--- src/rtl/multicycle_control_fsm.sv ---
// rtl/multicycle_control_fsm.sv - main control FSM of the multicycle RV32I core
// Optional feature macro: CTRL_ILLEGAL_TRAP_EN (unknown opcodes park in TRAP and raise illegal).
module multicycle_control_fsm #(
  parameter int USE_MEM_READY = 1,
  parameter int STATE_W       = 4
) (
  input  logic               clk,
  input  logic               reset,
  input  logic [6:0]         opcode,
  input  logic               zero,
  input  logic               mem_ready,
  output logic               pc_write,
  output logic               ir_write,
  output logic               adr_src,
  output logic               mem_write,
  output logic               reg_write,
  output logic [1:0]         result_src,
  output logic [1:0]         alu_src_a,
  output logic [1:0]         alu_src_b,
  output logic [1:0]         alu_op,
  output logic [STATE_W-1:0] state
`ifdef CTRL_ILLEGAL_TRAP_EN
  ,
  output logic               illegal
`endif
);

  typedef enum logic [STATE_W-1:0] {
    S_FETCH,
    S_DECODE,
    S_MEMADR,
    S_MEMRD,
    S_MEMWB,
    S_MEMWR,
    S_EXECR,
    S_EXECI,
    S_ALUWB,
    S_JAL,
    S_BEQ
`ifdef CTRL_ILLEGAL_TRAP_EN
    ,
    S_TRAP
`endif
  } state_t;

  state_t state_q;
  state_t state_d;
  logic   rdy;
  logic   pc_update;
  logic   branch;
  logic   ir_write_c;
  logic   mem_write_c;
  logic   reg_write_c;
`ifdef CTRL_ILLEGAL_TRAP_EN
  logic   illegal_c;
`endif

  assign rdy   = (USE_MEM_READY != 0) ? mem_ready : 1'b1;
  assign state = state_q;

  always_ff @(posedge clk or negedge reset) begin
    if (!reset) state_q <= S_FETCH;
    else        state_q <= state_d;
  end

  always_comb begin
    state_d     = S_FETCH;
    pc_update   = 1'b0;
    branch      = 1'b0;
    ir_write_c  = 1'b0;
    mem_write_c = 1'b0;
    reg_write_c = 1'b0;
    adr_src     = 1'b0;
    result_src  = 2'b00;
    alu_src_a   = 2'b00;
    alu_src_b   = 2'b00;
    alu_op      = 2'b00;
`ifdef CTRL_ILLEGAL_TRAP_EN
    illegal_c   = 1'b0;
`endif
    case (state_q)
      S_FETCH: begin
        alu_src_b  = 2'b10;
        result_src = 2'b10;
        ir_write_c = rdy;
        pc_update  = rdy;
        state_d    = rdy ? S_DECODE : S_FETCH;
      end
      S_DECODE: begin
        // PC+imm goes into ALUOut now so BEQ can use it as the target
        alu_src_a = 2'b01;
        alu_src_b = 2'b01;
        case (opcode)
          7'b0000011, 7'b0100011: state_d = S_MEMADR;
          7'b0110011:             state_d = S_EXECR;
          7'b0010011:             state_d = S_EXECI;
          7'b1101111:             state_d = S_JAL;
          7'b1100011:             state_d = S_BEQ;
`ifdef CTRL_ILLEGAL_TRAP_EN
          default:                state_d = S_TRAP;
`else
          default:                state_d = S_FETCH;
`endif
        endcase
      end
      S_MEMADR: begin
        alu_src_a = 2'b10;
        alu_src_b = 2'b01;
        state_d   = (opcode == 7'b0000011) ? S_MEMRD : S_MEMWR;
      end
      S_MEMRD: begin
        adr_src = 1'b1;
        state_d = rdy ? S_MEMWB : S_MEMRD;
      end
      S_MEMWB: begin
        result_src  = 2'b01;
        reg_write_c = 1'b1;
        state_d     = S_FETCH;
      end
      S_MEMWR: begin
        adr_src     = 1'b1;
        mem_write_c = 1'b1;
        state_d     = rdy ? S_FETCH : S_MEMWR;
      end
      S_EXECR: begin
        alu_src_a = 2'b10;
        alu_op    = 2'b10;
        state_d   = S_ALUWB;
      end
      S_EXECI: begin
        alu_src_a = 2'b10;
        alu_src_b = 2'b01;
        alu_op    = 2'b10;
        state_d   = S_ALUWB;
      end
      S_ALUWB: begin
        reg_write_c = 1'b1;
        state_d     = S_FETCH;
      end
      S_JAL: begin
        alu_src_a = 2'b01;
        alu_src_b = 2'b10;
        pc_update = 1'b1;
        state_d   = S_ALUWB;
      end
      S_BEQ: begin
        alu_src_a = 2'b10;
        alu_op    = 2'b01;
        branch    = 1'b1;
        state_d   = S_FETCH;
      end
`ifdef CTRL_ILLEGAL_TRAP_EN
      S_TRAP: begin
        illegal_c = 1'b1;
        state_d   = S_TRAP;
      end
`endif
      default: state_d = S_FETCH;
    endcase
  end

  // Strobes are qualified by reset so nothing fires while reset is held low
  assign pc_write  = reset & (pc_update | (branch & zero));
  assign ir_write  = reset & ir_write_c;
  assign mem_write = reset & mem_write_c;
  assign reg_write = reset & reg_write_c;
`ifdef CTRL_ILLEGAL_TRAP_EN
  assign illegal   = illegal_c;
`endif

endmodule

--- config.mk ---
export PLATFORM = sky130hd
export DESIGN_NAME = multicycle_control_fsm
export DESIGN_NICKNAME = d
export VERILOG_FILES = /design/src/rtl/multicycle_control_fsm.sv
export SDC_FILE = /design/constraint.sdc
export NUM_CORES = 1
export LEC_CHECK = 0
export CORE_MARGIN = 2
export CORE_UTILIZATION = 33
export DETAILED_ROUTE_END_ITERATION = 10
export PLACE_DENSITY = 0.74
export RECOVER_POWER = 100
export SLEW_MARGIN = 0
export SYNTH_ARGS = -nofsm -noshare
export SYNTH_HDL_FRONTEND = slang
export SYNTH_SLANG_ARGS = --single-unit
--- constraint.sdc ---
create_clock -name clk -period 1.13 [get_ports clk]
set_input_delay 0.113 -clock clk [delete_from_list [all_inputs] [get_ports clk]]
set_output_delay 0.113 -clock clk [all_outputs]
set_load 0.01 [all_outputs]
# [After elaboration in Yosys (flattened, before gate mapping)]
# Index checks and enable logic that the tools add are counted.
[word_totals] register_bits=4 inputBits=11 out_inout_bits=17 wordCells=49
[op_classes] eq_ne=16 mux=16 n_bitwise=6 n_reduce_logical=10
[ops] op="$pmux W4 S6" count=1
[ops] op="$pmux W4 S5" count=1
[ops] op="$eq A4 B3 Y1 const B" count=4
[ops] op="$pmux W2 S2" count=4
[ops] op="$eq A7 B6 Y1 const B" count=2
[ops] op="$eq A7 B7 Y1 const B" count=2
[ops] op="$eq A4 B4 Y1 const B" count=3
[ops] op="$reduce_or A2 Y1" count=6
[ops] op="$mux W3" count=3
[ops] op="$eq A4 B2 Y1 const B" count=2
[ops] op="$eq A7 B2 Y1 const B" count=1
[ops] op="$eq A7 B5 Y1 const B" count=1
[ops] op="$mux W1" count=6
[ops] op="$reduce_or A3 Y1" count=2
[ops] op="$and A1 B1 Y1" count=5
[ops] op="$eq A4 B1 Y1 const B" count=1
[ops] op="$logic_not A4 Y1" count=1
[ops] op="$reduce_or A4 Y1" count=1
[ops] op="$pmux W1 S2" count=1
[ops] op="$or A1 B1 Y1" count=1

# [Longest topological paths before layout]
# Gate-level depths: netlist of run 1.
[depth] depth_word=5 ltp_mapped=5 depth_no_buf=4

# [Worst setup path before layout of run 1]
# No wires, ideal clock.
[synth_path] path_kind="register to output" startpoint="reg state_q[0], in the netlist state[0]" endpoint="out pc_write" arrival_time_ns=1.196 required_ns=1.017 slack_ns=-0.179 stages_incl_launch_ff=6 path_buffers=1 cell_sequence="dfrtp_1 buf_4 nor3b_1 a21oi_1 o21ai_0 and3b_1"
[synth_between] elab_chain_cells=5 elab_cells_between_ends=8 cone_classes="eq/ne: 2; mux: 2; bitwise: 3; reduce/logical: 1"
[synth_lines] item="start: declaration" line_no="46" text="state_t state_q;"
[synth_lines] item="start signal: assignment" line_no="63" text="else state_q <= state_d;"
[synth_lines] item="$eq A4 B4 Y1" line_no="81" text="case (state_q)"
[synth_lines] item="$mux W1" line_no="81"
[synth_lines] item="$and A1 B1 Y1" line_no="163" text="assign pc_write = reset & (pc_update | (branch & zero));"
[synth_lines] item="$or A1 B1 Y1 *" line_no="163"
[synth_lines] item="$and A1 B1 Y1 *" line_no="163"
[synth_lines] item="end: declaration" line_no="12" text="output logic pc_write,"
# Mark *: on every way between the ends. The rest lies on a longest branch, timed or not.

# [Worst setup path after layout of run 1]
# Ends and elaborated chain as after synthesis.

==> results.json, run 1 <==
{
  "grt_pass1_vias": 804,
  "synth_seq_area_share_pct": 20.20,
  "die-width_um": 42.75,
  "ant_nets": 0,
  "root_buffer": "clkbuf_4",
  "insertion_delay_ns": 0.27,
  "start_util_pct": 36.70,
  "largest_reg_flops": 4,
  "clock_skew_ns": 0.003135,
  "maxCapViolCount": 0,
  "place_hpwl_um": 1340,
  "ys_seq_elements": 4,
  "crit_fanout": 5,
  "crit_type": "reg2out",
  "tightest_slew_ns": 0.3779,
  "register_area_sq_um": 105.1,
  "slew_violations": 0,
  "overflow": 0,
  "num_vias": 935,
  "rsz0062_at_grt": "yes",
  "multi_input_area_sq_um": 523.0,
  "ios": 28,
  "clock_sinks": 4,
  "grt_max_degree": 7,
  "yosysTopAreaCell": "dfrtp_1",
  "finalHoldViolations": 0,
  "final_nets": 151,
  "start_kind": "flip-flop",
  "final_cell_mix": "buf_6, buf_4, buf_2",
  "die_h_um": 42.75,
  "layout_commonest_cell": "buf_6",
  "violations": "negative setup slack",
  "n_fill_cell": 27,
  "p_leak_nw": 0.6231,
  "core_sq_um": 1350,
  "status": "complete, but fails checks",
  "syn_nets": 80,
  "grt_pass1_wl_um": 3663,
  "path_clk_slew_ns": 0.05,
  "wire_per_inst_um": 22.05,
  "place.gp.congestion": 0.7361,
  "final.min_clock_period_ns": 1.664,
  "hold_class": "in2async",
  "fin_util_pct": 96.66,
  "viasPerCell": 6.111,
  "slew_headroom_pct": 74.61,
  "cts_htree_levels": 1,
  "antenna_cells": 0,
  "drtIter0Drc": 42,
  "cts_buffers": 3,
  "cp.required_ns": 1.02,
  "grtUsageTotal_pct": 27.03,
  "yosys-top-cells-area": "dfrtp_1, a21oi_1, nand2b_1",
  "syn_area_sq_um": 495.5,
  "irDropWorstVdd_mv": 0.5336,
  "antenna_found_initial": 0,
  "synth_warnings": 0,
  "first_pass_iters": 5,
  "wl_um": 3374,
  "synth-edff-count": 0,
  "synthArstFlopShare_pct": 100.0,
  "clockBufferDepth": 2,
  "syn_to_final_growth_pct": 163.4,
  "timing.final.crit_share_pct": 147.2,
  "synth_cells": 69,
  "end_kind": "output pin",
  "crit_arrival_ns": 1.55,
  "timing.fmax_mhz": 601.1,
  "synth_top_area_share_pct": 20.20,
  "drive_above_1_share_pct": 69.57,
  "setup_tns_ns": -6.161,
  "cts_tree": "yes",
  "p_per_area_nw_per_um2": 605.7,
  "die-area_sq_um": 1828,
  "synth.avg_cell_area_sq_um": 7.181,
  "synth_ff_type": "dfrtp_1",
  "synth.distinct_cells": 33,
  "numPortBuffers": 27,
  "fp-row-count": 13,
  "final.setup.worst_slack_ns": -0.5337,
  "setup_viol": 19,
  "drc": 0
}
[cells in the mapped netlist (2+ instances only)]
library cell,n
nand3_1,2
buf_2,2
o21ai_0,2
dfrtp_1,4
a21oi_1,8
nor3_1,4
and3_1,3
nor3b_1,2
inv_1,2
xnor2_1,2
nand3b_1,2
xor2_1,2
and2_1,2
nor2_1,5
nand2_1,6
nand2b_1,4
[cell families (layout without fill, tap and decap cells)]
kind of cell / Yosys count / after routing / synth area share (%)
compound gates: 15 / 15 / 17.43
xor+xnor: 4 / 4 / 7.072
buf+inv: 6 / 75 / 5.809
flops: 4 / 4 / 20.20
simple gates: 40 / 40 / 49.50
[final cells by class]
| cell class | count | share of cell area (%) |
|---|---|---|
| clock buffer | 3 | 1.726 |
| inverter | 2 | 0.5753 |
| multi-input combinational | 59 | 40.08 |
| sequential | 4 | 8.054 |
| tap | 15 | 1.438 |
| timing repair buffer | 70 | 48.13 |
[routing by layer]
| metal | GRT usage (%) | share of wire [%] | vias up |
|---|---|---|---|
| li1 | - | - | 390 |
| met1 | 28.61 | 35 | 440 |
| met2 | 48.79 | 52 | 83 |
| met3 | 6.383 | 6.9 | 22 |
| met4 | 13.75 | 6.0 | 0 |
| met5 | 0 | 0 | - |
[per-stage QoR]
| step | cell area [sq um] | power (mW) | hold slack [ns] | instances | worst slack (ns) |
|---|---|---|---|---|---|
| 4_1_cts | 1122 | 0.6744 | 0.07946 | 147 | -0.3713 |
| 5_1_grt | 1305 | 0.8114 | 0.07683 | 153 | -0.5620 |
| 2_1_floorplan | 530.5 | 0.2792 | -0.1826 | 69 | -0.06526 |
| 6_report | 1305 | 0.7904 | 0.07883 | 153 | -0.5337 |
| 3_3_place_gp | 978.4 | 0.4481 | 0.3465 | 132 | -0.5904 |
| 3_5_place_dp | 978.4 | 0.4522 | 0.3460 | 132 | -0.5908 |
[where the power goes]
group	switching [mW]	leakage (nW)	internal, mW
logic	0.189	0.561	0.220
clock network	0.100	0.0138	0.122
registers	0.00931	0.0481	0.150
total	0.298	0.623	0.492
[path summary, 6_finish.rpt]
check / to / slack [ns] / startpoint / cells past startpoint
max reg2reg: state[2]$_DFF_PN0_ / -0.39 / state[2]$_DFF_PN0_ / 6
max: pc_write / -0.53 / state[0]$_DFF_PN0_ / 6
max in group asynchronous: state[0]$_DFF_PN0_ / 0.69 / reset / 2
min reg2reg: state[3]$_DFF_PN0_ / 0.86 / state[3]$_DFF_PN0_ / 3
min in group clk: state[0]$_DFF_PN0_ / 0.56 / opcode[5] / 2
min: state[1]$_DFF_PN0_ / 0.08 / reset / 1
[worst max-delay path: stages, from the launching register on]
cell	delay (ns)
dfrtp_2	0.43
buf_6	0.13
nor3b_2	0.16
a21oi_1	0.08
o21ai_1	0.18
and3b_2	0.22
buf_6	0.10
[repair_timing]
item                       4_1_cts  5_1_grt
setup endpoints to repair       21       19
pin swaps                       10       10
hold buffers                     0        0
buffers inserted                12        6
hold endpoints to repair         0        0
cloned                           0        0
resized for setup               93       34
No activity file was read; power rests on OpenSTA's default activity.
==> inputs of run 2 (changes only) <==
ABC_AREA = 0   (was default)
CTS_BUF_LIST = sky130_fd_sc_hd__clkbuf_16   (was default)
==> run 2 against run 1 <==
  * The flow now stops in global routing (5_1_grt)
  * Synthesized cell count unchanged
  * Area after synthesis unchanged
==> results.json, run 2 <==
{
  "synth.most_common_cell": "a21oi_1",
  "ios": 28,
  "synth_top_family_by_area": "simple AND/OR/NAND/NOR gates",
  "syn_area_sq_um": 495.5,
  "synth_top_area_share_pct": 20.20,
  "yosys-top-cells-area": "dfrtp_1, a21oi_1, nand2b_1",
  "yosysTopAreaCell": "dfrtp_1",
  "start_util_pct": 36.70,
  "clockBufferDepth": 2,
  "root_buffer": "clkbuf_16",
  "worst_endpoint": "pc_write",
  "yosys.area_share.simple_pct": 49.49,
  "synth_warnings": 0,
  "synth_mux_area_share_pct": 0,
  "cts_buffers": 3,
  "synthAdderAreaFrac_pct": 0,
  "cts_htree_levels": 1,
  "ys_seq_elements": 4,
  "synthXorXnorAreaFrac_pct": 7.071,
  "pre_cts_slack_ns": -0.5908,
  "place.gp.congestion": 0.7361,
  "die_h_um": 42.75,
  "synth_cells": 69,
  "synth_common_cells": "a21oi_1, nand2_1, nor2_1",
  "synth_seq_area_share_pct": 20.20,
  "place_hpwl_um": 1340,
  "synth.avg_cell_area_sq_um": 7.181,
  "error": "[ERROR DPL-0038] Utilization greater than 100%, impossible to legalize",
  "clock_sinks": 4,
  "fp-row-count": 13,
  "synthArstFlopShare_pct": 100.0,
  "synth.distinct_cells": 33,
  "worst_endpoint_kind": "output port",
  "numPortBuffers": 27,
  "synth_compound_area_share_pct": 17.42,
  "status": "did not finish",
  "stop_stage": "global routing (5_1_grt)",
  "syn_nets": 80,
  "die-width_um": 42.75,
  "grt_max_degree": 8,
  "synth_ff_type": "dfrtp_1",
  "placed_cell_area_sq_um": 978.4,
  "synth-edff-count": 0
}
-- run 2: cell counts after synthesis --
Identical to the previous run, type by type.
-- run 2: cells by family after synthesis --
group | count (synthesis)
and+or+nand+nor | 40
AOI/OAI and AO/OA | 15
buffers and inverters | 6
xor gates and xnor gates | 4
DFF | 4
-- run 2: stage by stage --
stage	instances	hold slack (ns)
2_1_floorplan	69	-0.1826
3_3_place_gp	132	0.3465
3_5_place_dp	132	0.3460
4_1_cts	149	0.1076
-- run 2: repair_timing --
action                     4_1_cts
setup endpoints to repair       21
pin swaps                       10
hold buffers                     0
gates resized for setup         96
buffers inserted                14
==> inputs of run 3 (changes only) <==
CORE_AREA = 2 2 63 65   (was default)
CORE_MARGIN = default   (was 2)
CORE_UTILIZATION = default   (was 33)
CTS_BUF_LIST = default   (was sky130_fd_sc_hd__clkbuf_16)
DIE_AREA = 0 0 65 67   (was default)
PLACE_DENSITY = default   (was 0.74)
PLACE_DENSITY_LB_ADDON = 0.15   (was default)
clock period = 1.45 ns   (was 1.13 ns; I/O delays follow)
==> run 3 against run 2 <==
  * The flow now finishes, with violations (negative setup slack)
==> results.json, run 3 (same netlist as run 1, synthesis figures left out) <==
{
  "cp.required_ns": 1.31,
  "clock_sinks": 4,
  "drive_above_1_share_pct": 52.85,
  "hold_class": "in2async",
  "setup_viol": 1,
  "status": "complete, but fails checks",
  "drtIter0Drc": 8,
  "cts_htree_levels": 1,
  "hold-worst-slack_ns": 0.3699,
  "p_per_area_nw_per_um2": 536.2,
  "slew_headroom_pct": 83.51,
  "place.gp.congestion": 0.7269,
  "crit_arrival_ns": 1.32,
  "core_sq_um": 3606,
  "slew_violations": 0,
  "fp-row-count": 22,
  "finalHoldViolations": 0,
  "maxCapViolCount": 0,
  "insertion_delay_ns": 0.21,
  "die-width_um": 65,
  "setup_tns_ns": -0.01675,
  "syn_to_final_growth_pct": 125.0,
  "clock_skew_ns": 0.0003111,
  "clockBufferDepth": 2,
  "die_h_um": 67,
  "tightest_slew_ns": 0.2454,
  "end_kind": "output pin",
  "num_vias": 698,
  "first_pass_iters": 4,
  "wire_per_inst_um": 10.55,
  "pre_cts_slack_ns": -0.3788,
  "rsz0062_at_grt": "yes",
  "numPortBuffers": 27,
  "timing.final.crit_share_pct": 101.2,
  "path_clk_slew_ns": 0.03,
  "wl_um": 1804,
  "violations": "negative setup slack",
  "largest_reg_flops": 4,
  "final.min_clock_period_ns": 1.467,
  "die-area_sq_um": 4355,
  "timing.fmax_mhz": 681.8,
  "ant_nets": 0,
  "ios": 28,
  "viasPerCell": 4.082,
  "start_kind": "flip-flop",
  "antenna_cells": 0,
  "final_nets": 136,
  "grtUsageTotal_pct": 9.191,
  "cts_buffers": 3,
  "drc": 0,
  "total_power_mw": 0.5977,
  "antenna_found_initial": 0,
  "irDropWorstVdd_mv": 0.2013,
  "final.setup.worst_slack_ns": -0.01675,
  "grt_pass1_vias": 693,
  "crit_fanout": 3,
  "layout_commonest_cell": "buf_4",
  "p_leak_nw": 0.5101,
  "grt_max_degree": 8,
  "place_hpwl_um": 1468,
  "cts_tree": "yes",
  "final_cell_mix": "buf_4, buf_2, clkdlybuf4s50_1",
  "start_util_pct": 13.74,
  "crit_type": "reg2out",
  "overflow": 0,
  "design_area_sq_um": 1115,
  "grt_pass1_wl_um": 3049,
  "root_buffer": "clkbuf_8",
  "placed_cell_area_sq_um": 977.2
}
==> run 3: per-layer routing <==
layer / share of wire, % / vias to the layer above / track usage, %
li1: - / 358 / -
met1: 43 / 311 / 10.19
met2: 47 / 24 / 15.85
met3: 7.6 / 5 / 2.196
met4: 2.3 / 0 / 5.585
met5: 0 / - / 0
==> run 3: worst paths after layout <==
path	start	end	slack (ns)	cells after the start
worst max-delay path	state[0]$_DFF_PN0_	pc_write	-0.02	6
worst min-delay path	reset	state[3]$_DFF_PN0_	0.37	2
worst max register to register	state[2]$_DFF_PN0_	state[2]$_DFF_PN0_	0.06	6
worst min register to register	state[1]$_DFF_PN0_	state[1]$_DFF_PN0_	0.78	3
max in group asynchronous	reset	state[1]$_DFF_PN0_	0.97	2
min in group clk	opcode[4]	state[0]$_DFF_PN0_	0.61	3
==> run 3: where the power goes <==
part | total (mW) | internal (mW) | leakage, nW | switching, mW
sequential | 0.122 | 0.117 | 0.0509 | 0.00531
clock | 0.229 | 0.176 | 0.0216 | 0.0527
combinational | 0.246 | 0.138 | 0.438 | 0.108
total | 0.598 | 0.432 | 0.510 | 0.166
==> run 3: final cells by class <==
| type | count | area, sq um |
|---|---|---|
| Inverter | 2 | 7.507 |
| Fill cell | 386 | 2491 |
| Multi-Input combinational cell | 59 | 457.9 |
| Clock buffer | 3 | 41.29 |
| Tap cell | 48 | 60.06 |
| Timing Repair Buffer | 55 | 445.4 |
| Sequential cell | 4 | 102.6 |
==> run 3: per-stage QoR <==
| stage | utilization [%] | cells |
|---|---|---|
| 2_1_floorplan | - | 69 |
| 3_3_place_gp | 27.10 | 163 |
| 3_5_place_dp | 27.10 | 163 |
| 4_1_cts | 29.98 | 171 |
| 5_1_grt | 30.92 | 171 |
| 6_report | 30.92 | 171 |
==> run 3: what timing repair did <==
item / CTS / global route
gates cloned: 0 / 0
resized for setup: 78 / 11
setup endpoints to repair: 18 / 12
hold buffers: 0 / 0
setup buffers: 6 / 1
endpoints found under the hold margin: 0 / 0
pin swaps: 8 / 4
==> run 3: critical path: stages (launching register included) <==
cell and delay [ns]:
dfrtp_1 0.40, buf_6 0.14, nor3b_4 0.16, a21oi_2 0.04
o21ai_1 0.10, and3b_1 0.15, buf_2 0.12
